[config.mk]
export PLATFORM = sky130hd
export DESIGN_NAME = shift_chain_ctrl
export DESIGN_NICKNAME = d
export VERILOG_FILES = /design/src/rtl/shift_ctrl_pkg.sv /design/src/rtl/shift_tick_gen.sv /design/src/rtl/shift_chain_ctrl.sv
export SDC_FILE = /design/constraint.sdc
export NUM_CORES = 1
export LEC_CHECK = 0
export CORE_MARGIN = 1
export CORE_UTILIZATION = 40
export CTS_CLUSTER_SIZE = 14
export DETAILED_ROUTE_END_ITERATION = 12
export PLACE_DENSITY = 0.72
export SETUP_SLACK_MARGIN = 0.05
export SKIP_CTS_REPAIR_TIMING = 1
export SYNTH_ARGS = -nofsm -noshare
export SYNTH_HDL_FRONTEND = slang
export SYNTH_HIERARCHICAL = 1
export SYNTH_SLANG_ARGS = --single-unit
export TNS_END_PERCENT = 5
[constraint.sdc]
create_clock -name clk -period 2.25 [get_ports clk]
set_input_delay 0.45 -clock clk [delete_from_list [all_inputs] [get_ports clk]]
set_output_delay 0.45 -clock clk [all_outputs]
set_load 0.02 [all_outputs]
[src/rtl/shift_ctrl_pkg.sv]
// Shared definitions for the serial shift chain controller.
//   state_e      : controller state encoding (IDLE=0, SHIFT=1, DONE=2)
//   DefaultWidth : default bits per transfer
//   DefaultDiv   : default clocks per bit
//   clog2()      : ceiling log2, usable in constant expressions
package shift_ctrl_pkg;

  typedef enum logic [1:0] {
    StIdle  = 2'd0,
    StShift = 2'd1,
    StDone  = 2'd2
  } state_e;

  localparam int unsigned DefaultWidth = 8;
  localparam int unsigned DefaultDiv   = 1;

  // Returns ceil(log2(value)); clog2(0) = clog2(1) = 0.
  function automatic int unsigned clog2(input int unsigned value);
    int unsigned res;
    res = 0;
    for (int unsigned i = 0; i < 32; i++) begin
      if ((64'd1 << i) < 64'(value)) begin
        res = i + 1;
      end
    end
    return res;
  endfunction

endpackage

[src/rtl/shift_tick_gen.sv]
// Bit-rate strobe generator for the shift chain controller.
// Ports:
//   clk, rst : clock and synchronous active-high reset
//   clear    : zero both counters (start of a new transfer)
//   enable   : count while high (controller in SHIFT)
//   tick     : one-cycle strobe every DIV enabled clocks
//   last     : tick that completes the WIDTH-th bit
module shift_tick_gen
  import shift_ctrl_pkg::*;
#(
  parameter int unsigned WIDTH = DefaultWidth,
  parameter int unsigned DIV   = DefaultDiv
) (
  input  logic clk,
  input  logic rst,
  input  logic clear,
  input  logic enable,
  output logic tick,
  output logic last
);

  localparam int unsigned DivW = (DIV > 1) ? clog2(DIV) : 1;
  localparam int unsigned CntW = clog2(WIDTH + 1);

  logic [DivW-1:0] div_cnt_q;
  logic [CntW-1:0] bit_cnt_q;

  assign tick = enable && (div_cnt_q == DivW'(DIV - 1));
  assign last = tick && (bit_cnt_q == CntW'(WIDTH - 1));

  // Counters only return to zero through rst/clear or the div wrap on a tick.
  always_ff @(posedge clk) begin
    if (rst || clear) begin
      div_cnt_q <= '0;
      bit_cnt_q <= '0;
    end else if (tick) begin
      div_cnt_q <= '0;
      bit_cnt_q <= bit_cnt_q + 1'b1;
    end else if (enable) begin
      div_cnt_q <= div_cnt_q + 1'b1;
    end
  end

endmodule

[src/rtl/shift_chain_ctrl.sv]
// Serial shift chain sequencer. Takes a parallel word over valid/ready, drives it
// bit-serially on so with a shift_en strobe per bit, captures si on the same strobes
// and reports the received word with a one-cycle out_valid pulse.
// Ports:
//   clk, rst           : clock and synchronous active-high reset
//   in_valid, in_ready : parallel input handshake
//   in_data            : word to transmit
//   so                 : registered serial output bit
//   shift_en           : per-bit strobe for downstream stages, si sampled here
//   si                 : serial return bit from the chain end
//   out_valid          : one-cycle completion pulse
//   out_data           : last received word
//   busy               : transfer in progress
module shift_chain_ctrl
  import shift_ctrl_pkg::*;
#(
  parameter int unsigned WIDTH     = DefaultWidth,
  parameter int unsigned DIV       = DefaultDiv,
  parameter bit          MSB_FIRST = 1'b1
) (
  input  logic             clk,
  input  logic             rst,
  input  logic             in_valid,
  output logic             in_ready,
  input  logic [WIDTH-1:0] in_data,
  output logic             so,
  output logic             shift_en,
  input  logic             si,
  output logic             out_valid,
  output logic [WIDTH-1:0] out_data,
  output logic             busy
);

  state_e           state_q, state_d;
  logic [WIDTH-1:0] tx_q, tx_d;
  logic [WIDTH-1:0] rx_q, rx_d;
  logic [WIDTH-1:0] out_data_q, out_data_d;
  logic             so_q, so_d;
  logic             accept, tick, last;

  assign in_ready  = (state_q == StIdle) && !rst;
  assign accept    = in_valid && in_ready;
  assign so        = so_q;
  assign shift_en  = tick;
  assign out_valid = (state_q == StDone);
  assign out_data  = out_data_q;
  assign busy      = (state_q != StIdle);

  shift_tick_gen #(
    .WIDTH (WIDTH),
    .DIV   (DIV)
  ) u_tick_gen (
    .clk    (clk),
    .rst    (rst),
    .clear  (accept),
    .enable (state_q == StShift),
    .tick   (tick),
    .last   (last)
  );

  always_comb begin
    state_d    = state_q;
    tx_d       = tx_q;
    rx_d       = rx_q;
    out_data_d = out_data_q;
    so_d       = 1'b0;

    unique case (state_q)
      StIdle: begin
        if (accept) begin
          tx_d    = in_data;
          rx_d    = '0;
          state_d = StShift;
        end
      end
      StShift: begin
        if (tick) begin
          if (MSB_FIRST) begin
            tx_d = {tx_q[WIDTH-2:0], 1'b0};
            rx_d = {rx_q[WIDTH-2:0], si};
          end else begin
            tx_d = {1'b0, tx_q[WIDTH-1:1]};
            rx_d = {si, rx_q[WIDTH-1:1]};
          end
          if (last) begin
            state_d    = StDone;
            out_data_d = rx_d;
          end
        end
      end
      StDone: begin
        state_d = StIdle;
      end
      default: begin
        state_d = StIdle;
      end
    endcase

    // so is registered: it presents the bit at the head of the next tx word.
    if (state_d == StShift) begin
      so_d = MSB_FIRST ? tx_d[WIDTH-1] : tx_d[0];
    end
  end

  always_ff @(posedge clk) begin
    if (rst) begin
      state_q    <= StIdle;
      tx_q       <= '0;
      rx_q       <= '0;
      out_data_q <= '0;
      so_q       <= 1'b0;
    end else begin
      state_q    <= state_d;
      tx_q       <= tx_d;
      rx_q       <= rx_d;
      out_data_q <= out_data_d;
      so_q       <= so_d;
    end
  end

endmodule

# Word level (Yosys, flattened, before mapping)
# Cells that the tools add are included.
# totals
ff_bits,31
in_bits,12
output_inout_bits,13
word_cells,41
# op_classes
addsub,2
n_eq_ne,6
n_mux,10
bitwise_logic,2
n_reduce_logical,13
# ops
op,n
two-way mux 8 bit,2
case mux 8 bit (2 select lines),1
two-way mux 7 bit,2
case mux 7 bit (2 select lines),1
two-way mux 2 bit,3
AND reduction 3 bit,2
adder 4 x 1 -> 4 bit (second input constant),1
== test 2 x 1 -> 1 bit (second input constant),2
== test 4 x 3 -> 1 bit (second input constant),1
logical AND 1 bit,4
case mux 2 bit (2 select lines),1
nonzero test 2 bit,2
OR reduction 2 bit,2
== test 2 bit (second input constant),1
zero test 2 bit,1
!= test 2 x 1 -> 1 bit (second input constant),1
!= test 2 bit (second input constant),1
inverter 1 bit,2
adder 1 bit (second input constant),1
zero test 1 bit,1
logical OR 1 bit,1

# Depth between registers and ports, before layout
# Gate-level depths: netlist (run 1).
# depth
depth_word,9
mapped_depth,7
depth_no_buf,6

# Cells and area by module
# Netlist (run 1), hierarchy kept.
# by_module_without_submodules
module,n_inst,cells_per_inst,area_per_inst_um2,seq_area_each_um2
shift_chain_ctrl,1,113,1027.2,520.5
shift_tick_gen,1,22,217.7,100.1

# Least setup slack after synthesis (run 1)
# No wires, ideal clock.
# synth_path
path_kind,reg2reg
from,register state_q[0]
to,register rx_q[0]
setup_time_ps,60
arrival_ps,1751
required_ps,2190
path_slack_ps,439
stages_incl_launch_ff,7
n_path_buf,1
period_less_slack_ps,1811
cell_sequence,dfxtp_1 nor2b_1 and2b_4 clkbuf_1 nand3b_1 nor2_1 a22o_1
# synth_between
elab_cells_between_ends,10
cone_classes,eq/ne: 3; mux: 1; reduce/logical: 6
# synth_rtl
element,line,text
"start, declared",shift_chain_ctrl.sv:34,"state_e state_q, state_d;"
"start signal, assigned",shift_chain_ctrl.sv:107,state_q <= StIdle;
"start signal, assigned",shift_chain_ctrl.sv:113,state_q <= state_d;
== test 2 x 1 -> 1 bit,shift_chain_ctrl.sv:56,".enable (state_q == StShift),"
logical AND 1 bit,shift_tick_gen.sv:28,assign tick = enable && (div_cnt_q == DivW'(DIV - 1));
via shift_en,shift_chain_ctrl.sv:27,"output logic shift_en,"
!= test 2 bit (no line),n/a,
AND reduction 3 bit (no line),n/a,
"end signal, assigned",shift_chain_ctrl.sv:115,rx_q <= rx_d;
"end, declared",shift_chain_ctrl.sv:36,"logic [WIDTH-1:0] rx_q, rx_d;"
# The timed path passes the listed nets, and every way through them passes these cells.
# A chain may end at the register's enable or synchronous reset.

# Worst setup path after layout (run 1)
# layout_path
from,register state_q[0]
to,output busy
# layout_between
elab_chain_cells,1
# layout_lines
element,line,text
nonzero test 2 bit,shift_chain_ctrl.sv:47,assign busy = (state_q != StIdle);
"end, declared",shift_chain_ctrl.sv:31,output logic busy
# Every way passes these cells.

==> impl_metrics.toml, run 1 <==
[run_status]
outcome = "finished clean"

[yosys]
netlist_area_mm2 = 0.00124
synth_compound_gate_area_share = 0.181
yosys.area_share.simple = 0.223
syn_inst = 135
synth-xor-area-share = 0.0141
ys_ff_latch = 31
syn_nets = 148
syn_area_per_cell_um2 = 9.22
seq_area_frac_synth = 0.498
synth_fa_ha_area_frac = 0.0101
synthMuxAreaShare = 0.0332
ys_types = 34
ys_warn_count = 6
synth_top_family_by_area = "simple AND/OR/NAND/NOR gates"

[timing]
min_period_ns = 2.06
timing.final.ws_setup_ns = 0.186
slew_headroom = 0.675
worst_slew_pin_slew_ns = 0.486
finalHoldViolCount = 0
drv_slew = 0
fmax_mhz = 484
rsz0062_at_grt = "false"
fin_hold_ws_ns = 0.457
clock_skew_ns = 0.00653
finalSetupViolations = 0
min_period_over_period = 0.918

[drt]
wirelength_um = 2640
dr_wl_met3_um = 109
highest-signal-layer = "met4"
drtIter0Drc = 36
met1_length_um = 1270
wl_met2_um = 1200
drc_errors = 0
first_pass_iters = 4
antenna_left = 0
vias = 1081
vias_per_cell = 5.46
routedWlPerCell_um = 13.3

[die]
rows = 19
fp.dieW_um = 57.8
coreArea_mm2 = 0.00285
die_h_um = 57.8
ios = 25
dieArea_mm2 = 0.00334
start_util = 0.436

[placement]
dp_slack_ns = 0.169
gp_congestion = 0.731
port_buffers = 24
dp_hpwl_um = 1730

[cells_and_area]
syn_to_final_growth_pct = 30.6
regArea_um2 = 622
drive_gt1_frac = 0.126
nFillCells = 270
multi_input_area_um2 = 574
n_antenna_cell = 0
fin_nets = 179

[worst_setup_path]
cp_data_arrival_time_ns = 1.61
crit_type = "flip-flop to output pin"
cp-end-kind = "output pin"
worstPathMaxFanout = 12
crit_required_ns = 1.80
critPathLaunchType = "flip-flop"

[pwr]
intPower_mw = 0.798
powerDensity_mw_per_mm2 = 648
power_frac_comb = 0.103
clkPwrFrac = 0.358
switchingPower_mw = 0.255
pwr-share-seq = 0.539
vdd.ir_drop.worst_v = 0.000421
power_leakage_nw = 0.610
p_sw_frac = 0.242

[clock_tree]
h-tree-depth = 2
insertion_delay_ns = 0.33
cts_root_buf = "clkbuf_4"
clock_path_buffers = 2
cts_buffers = 5
cts_tree = "built"
clock_sinks = 31
cts.clk_slew.worst_paths_ns = 0.10

[global_route]
antenna_found_initial = 0
grt.overflow.total = 0
grt_max_degree = 23
gr-usage-all-layers = 0.179
grt_pass1_wl_um = 4490
first_global_vias = 1021

[run]
cap_viol_max_count = 0

[hold_path]
hold_class = "flip-flop to flip-flop"
path summary, 6_finish.rpt:
path / cells past startpoint / start / to / slack (ns)
worst max register to register: 7 / state_q[1]$_SDFF_PP0_ / out_data[0]$_SDFFE_PP0P_ / 0.32
worst max-delay path: 3 / state_q[0]$_SDFF_PP0_ / busy / 0.19
worst min register to register: 2 / out_data[7]$_SDFFE_PP0P_ / out_data[7]$_SDFFE_PP0P_ / 0.46
worst min-delay path: 2 / out_data[7]$_SDFFE_PP0P_ / out_data[7]$_SDFFE_PP0P_ / 0.46
cell families (layout without fill, tap and decap cells):
family                   count (synthesis)  after routing
buffers and inverters                   10             42
flip-flops                              31             31
XOR/XNOR                                 2              2
adder cells (fa/ha/maj)                  1              1
multiplexers                             4              4
AND/OR/NAND/NOR                         52             52
AO/OA/AOI/OAI                           35             35
power by group through the flow:
stage,Combinational [mW],Clock [mW],Sequential [mW]
after floorplan,0.0585,0,0.580
after global placement,0.106,0,0.579
after detailed placement,0.107,0,0.580
after CTS,0.109,0.388,0.567
after global routing,0.118,0.405,0.569
final,0.108,0.377,0.567
routing by layer:
| layer | vias up | global-route usage |
|---|---|---|
| met3 | 10 | 0.0513 |
| met2 | 26 | 0.274 |
| met5 | - | 0 |
| met4 | 0 | 0.102 |
| met1 | 497 | 0.225 |
| li1 | 548 | - |
critical path, stage by stage (launching register included):
cell and delay (ns):
dfxtp_1 0.32, buf_4 0.16, or2_1 0.25, clkdlybuf4s50_1 0.55
area by class of cell:
type / instances / area share
tap: 31 / 0.0239
timing repair buffer: 32 / 0.188
multi-input combinational: 94 / 0.353
inverter: 2 / 0.00770
clock inverter: 1 / 0.00462
clock buffer: 7 / 0.0400
sequential: 31 / 0.383
flip-flops by register name, summed over array words and instances, names as in the netlist:
signal and flops:
out_data 8, rx_q 7, so 1, state_q 2, tx_q 8, u_tick_gen/bit_cnt_q 4, u_tick_gen/div_cnt_q 1
placed cells by master, fill, tap and decap left out, types with 2 or more instances in the layout:
cell type         n
o21ai_0           2
and3b_1           2
dlymetal6s2s_1    2
dfxtp_1          30
clkbuf_8          2
clkbuf_4          5
nor3b_1           3
nor2_1            7
a21oi_1          18
buf_4             8
nand3b_1          3
nand3_1           8
clkdlybuf4s50_1  22
a22o_1            7
nand2_1          18
a22oi_1           6
mux2i_1           3
per-stage QoR:
step	area (um^2)	setup TNS, ns	instances	utilization	total power [mW]
CTS	1620	-0.0175	198	0.568	1.06
global route	1630	0	198	0.570	1.09
finish	1630	0	198	0.570	1.05
floorplan	1240	0	135	-	0.638
detailed placement	1550	0	190	0.542	0.687
global placement	1550	0	190	0.542	0.685
synthesized netlist by cell type, drive strengths merged:
library cell,n,area share
dfxtp,31,0.50
nand2,18,0.054
or4b,1,0.0080
and2b,1,0.0080
a311oi,1,0.0070
and4b,1,0.0080
nor3,1,0.0040
xnor2,1,0.0070
a21oi,18,0.072
nand3,8,0.032
o21ai,2,0.0080
mux2,1,0.0090
nand3b,3,0.018
nor2b,1,0.0050
or2,3,0.015
and3b,2,0.014
a2111oi,1,0.0080
xor2,1,0.0070
and2,1,0.0050
or3,1,0.0050
clkinv,1,0.0070
nand4b,1,0.0070
a22o,7,0.049
nor3b,3,0.018
a22oi,6,0.036
mux2i,3,0.024
inv,1,0.0030
clkbuf,4,0.012
nor2,7,0.021
buf,4,0.018
ha,1,0.010
No activity file was read; power rests on OpenSTA's default activity.
==> run 2, diff against run 1 <==
--- a/config.mk
+++ b/config.mk
@@ -9,6 +9,7 @@
 export CORE_UTILIZATION = 40
 export CTS_CLUSTER_SIZE = 14
 export DETAILED_ROUTE_END_ITERATION = 12
+export GPL_TIMING_DRIVEN = 0
 export PLACE_DENSITY = 0.72
 export SETUP_SLACK_MARGIN = 0.05
 export SKIP_CTS_REPAIR_TIMING = 1
==> impl_metrics.toml, run 2 (synthesized netlist as in run 1, its figures left out) <==
[timing]
rsz0062_at_grt = "true"
finalHoldViolCount = 0
fmax_mhz = 459
min_period_ns = 2.18
drv_slew = 0
clock_skew_ns = 0.00519
finalSetupViolations = 0
fin_setup_tns_ns = 0
timing.final.ws_setup_ns = 0.0724
worst_slew_pin_slew_ns = 0.518
min_period_over_period = 0.968
slew_headroom = 0.654

[clock_tree]
insertion_delay_ns = 0.33
clock_sinks = 31
h-tree-depth = 2
clock_path_buffers = 2
cts_root_buf = "clkbuf_4"
cts_buffers = 5
cts_tree = "built"
cts.clk_slew.worst_paths_ns = 0.10

[die]
fp.dieW_um = 57.8
dieArea_mm2 = 0.00334
die_h_um = 57.8
start_util = 0.436
coreArea_mm2 = 0.00285
rows = 19
ios = 25

[pwr]
intPower_mw = 0.794
switchingPower_mw = 0.253
power_frac_comb = 0.100
powerDensity_mw_per_mm2 = 649
clkPwrFrac = 0.358
vdd.ir_drop.worst_v = 0.000449
p_sw_frac = 0.241
power_leakage_nw = 0.609
pwr-share-seq = 0.543

[global_route]
top_usage_layer = "met2"
gr-usage-all-layers = 0.173
first_global_vias = 990
grt_util_met1 = 0.205
gr-usage-met3 = 0.0759
use_met2 = 0.274
grt.overflow.total = 0
antenna_found_initial = 0
grt_max_degree = 11
grt_pass1_wl_um = 4340

[worst_setup_path]
crit_type = "flip-flop to output pin"
critPathLaunch = "state_q[0]$_SDFF_PP0_"
reg2reg_from = "state_q[0]$_SDFF_PP0_"
worstPathMaxFanout = 5
cp_data_arrival_time_ns = 1.73
crit_required_ns = 1.80
cp-end-kind = "output pin"
critPathLaunchType = "flip-flop"
worst_r2r_path_depth = 7
r2r-end = "out_data[3]$_SDFFE_PP0P_"
r2r_setup_slack_ns = 0.29

[placement]
gp_congestion = 0.755
dp_slack_ns = -0.289
dp_hpwl_um = 1880
place_area_mm2 = 0.00152
placed_cells = 190
port_buffers = 24

[drt]
first_pass_iters = 4
drc_errors = 0
vias_per_cell = 5.52
vias = 1093
antenna_left = 0
wirelength_um = 2640
routedWlPerCell_um = 13.3
drtIter0Drc = 32

[hold_path]
min_to = "out_data[6]$_SDFFE_PP0P_"
hold_path_depth = 2
hold_class = "flip-flop to flip-flop"
hp-start = "out_data[6]$_SDFFE_PP0P_"

[cells_and_area]
fin_util = 0.565
syn_to_final_growth_pct = 29.5
regArea_um2 = 621
final_cell_area_mm2 = 0.00161
layout_common_cells = "dfxtp_1 (31), clkdlybuf4s50_1 (22), a21oi_1 (18), nand2_1 (18), nand3_1 (8)"
multi_input_area_um2 = 584
final_common_cell = "dfxtp_1"
n_antenna_cell = 0
fin_nets = 179
drive_gt1_frac = 0.114
stdcell_count = 198
nFillCells = 277

[run]
cap_viol_max_count = 0

[run_status]
outcome = "finished clean"
[run 2: changes by cell type in the layout (fill, tap and decap cells not counted), sizes merged]
cell	delta
buf	-3
clkbuf	+3
[run 2: through the flow]
stage | hold slack, ns | total power, mW
finish | 0.459 | 1.05
global route | 0.483 | 1.09
CTS | 0.463 | 1.05
detailed placement | 0.449 | 0.684
global placement | 0.445 | 0.680
floorplan | 0.432 | 0.638
[run 2: worst max-delay path by stage]
| stage | slack (ns) | cells past startpoint | endpoint |
|---|---|---|---|
| floorplan | 0.44 | 6 | rx_q[0]$_SDFFE_PP0P_ |
| global placement | -0.27 | 4 | in_ready |
| detailed placement | -0.29 | 4 | in_ready |
| CTS | -0.30 | 4 | in_ready |
| global route | 0.01 | 3 | shift_en |
| finish | 0.07 | 3 | shift_en |
[run 2: layer usage]
layer  vias to the layer above  share of wire
met4                         0          0.015
met2                        26           0.47
met1                       519           0.45
li1                        543              -
met5                         -              0
met3                         5          0.062
[run 2: final cells by class]
type                            count  area share
Multi-Input combinational cell     94       0.362
Inverter                            2     0.00776
Sequential cell                    31       0.385
Timing Repair Buffer               24       0.152
Clock inverter                      1     0.00465
Clock buffer                        7      0.0403
Tap cell                           31      0.0240
Buffer                              8      0.0240
[run 2: critical path, cell delays in order (launching register included)]
cell	delay (ns)
dfxtp_1	0.38
nor2b_4	0.22
and2b_4	0.20
clkdlybuf4s50_1	0.60
[run 2: power by group through the flow]
| stage | Clock [mW] | Sequential (mW) | Combinational [mW] |
|---|---|---|---|
| 2_1_floorplan | 0 | 0.580 | 0.0585 |
| 3_3_place_gp | 0 | 0.580 | 0.100 |
| 3_5_place_dp | 0 | 0.581 | 0.103 |
| 4_1_cts | 0.381 | 0.568 | 0.103 |
| 5_1_grt | 0.405 | 0.570 | 0.114 |
| 6_report | 0.375 | 0.568 | 0.104 |
==> run 3, diff against run 2 <==
--- a/config.mk
+++ b/config.mk
@@ -13,6 +13,7 @@
 export PLACE_DENSITY = 0.72
 export SETUP_SLACK_MARGIN = 0.05
 export SKIP_CTS_REPAIR_TIMING = 1
+export SLEW_MARGIN = 20
 export SYNTH_ARGS = -nofsm -noshare
 export SYNTH_HDL_FRONTEND = slang
 export SYNTH_HIERARCHICAL = 1
==> results of run 3 <==
No change in the layout: final DEF, timing and power equal those of run 2.
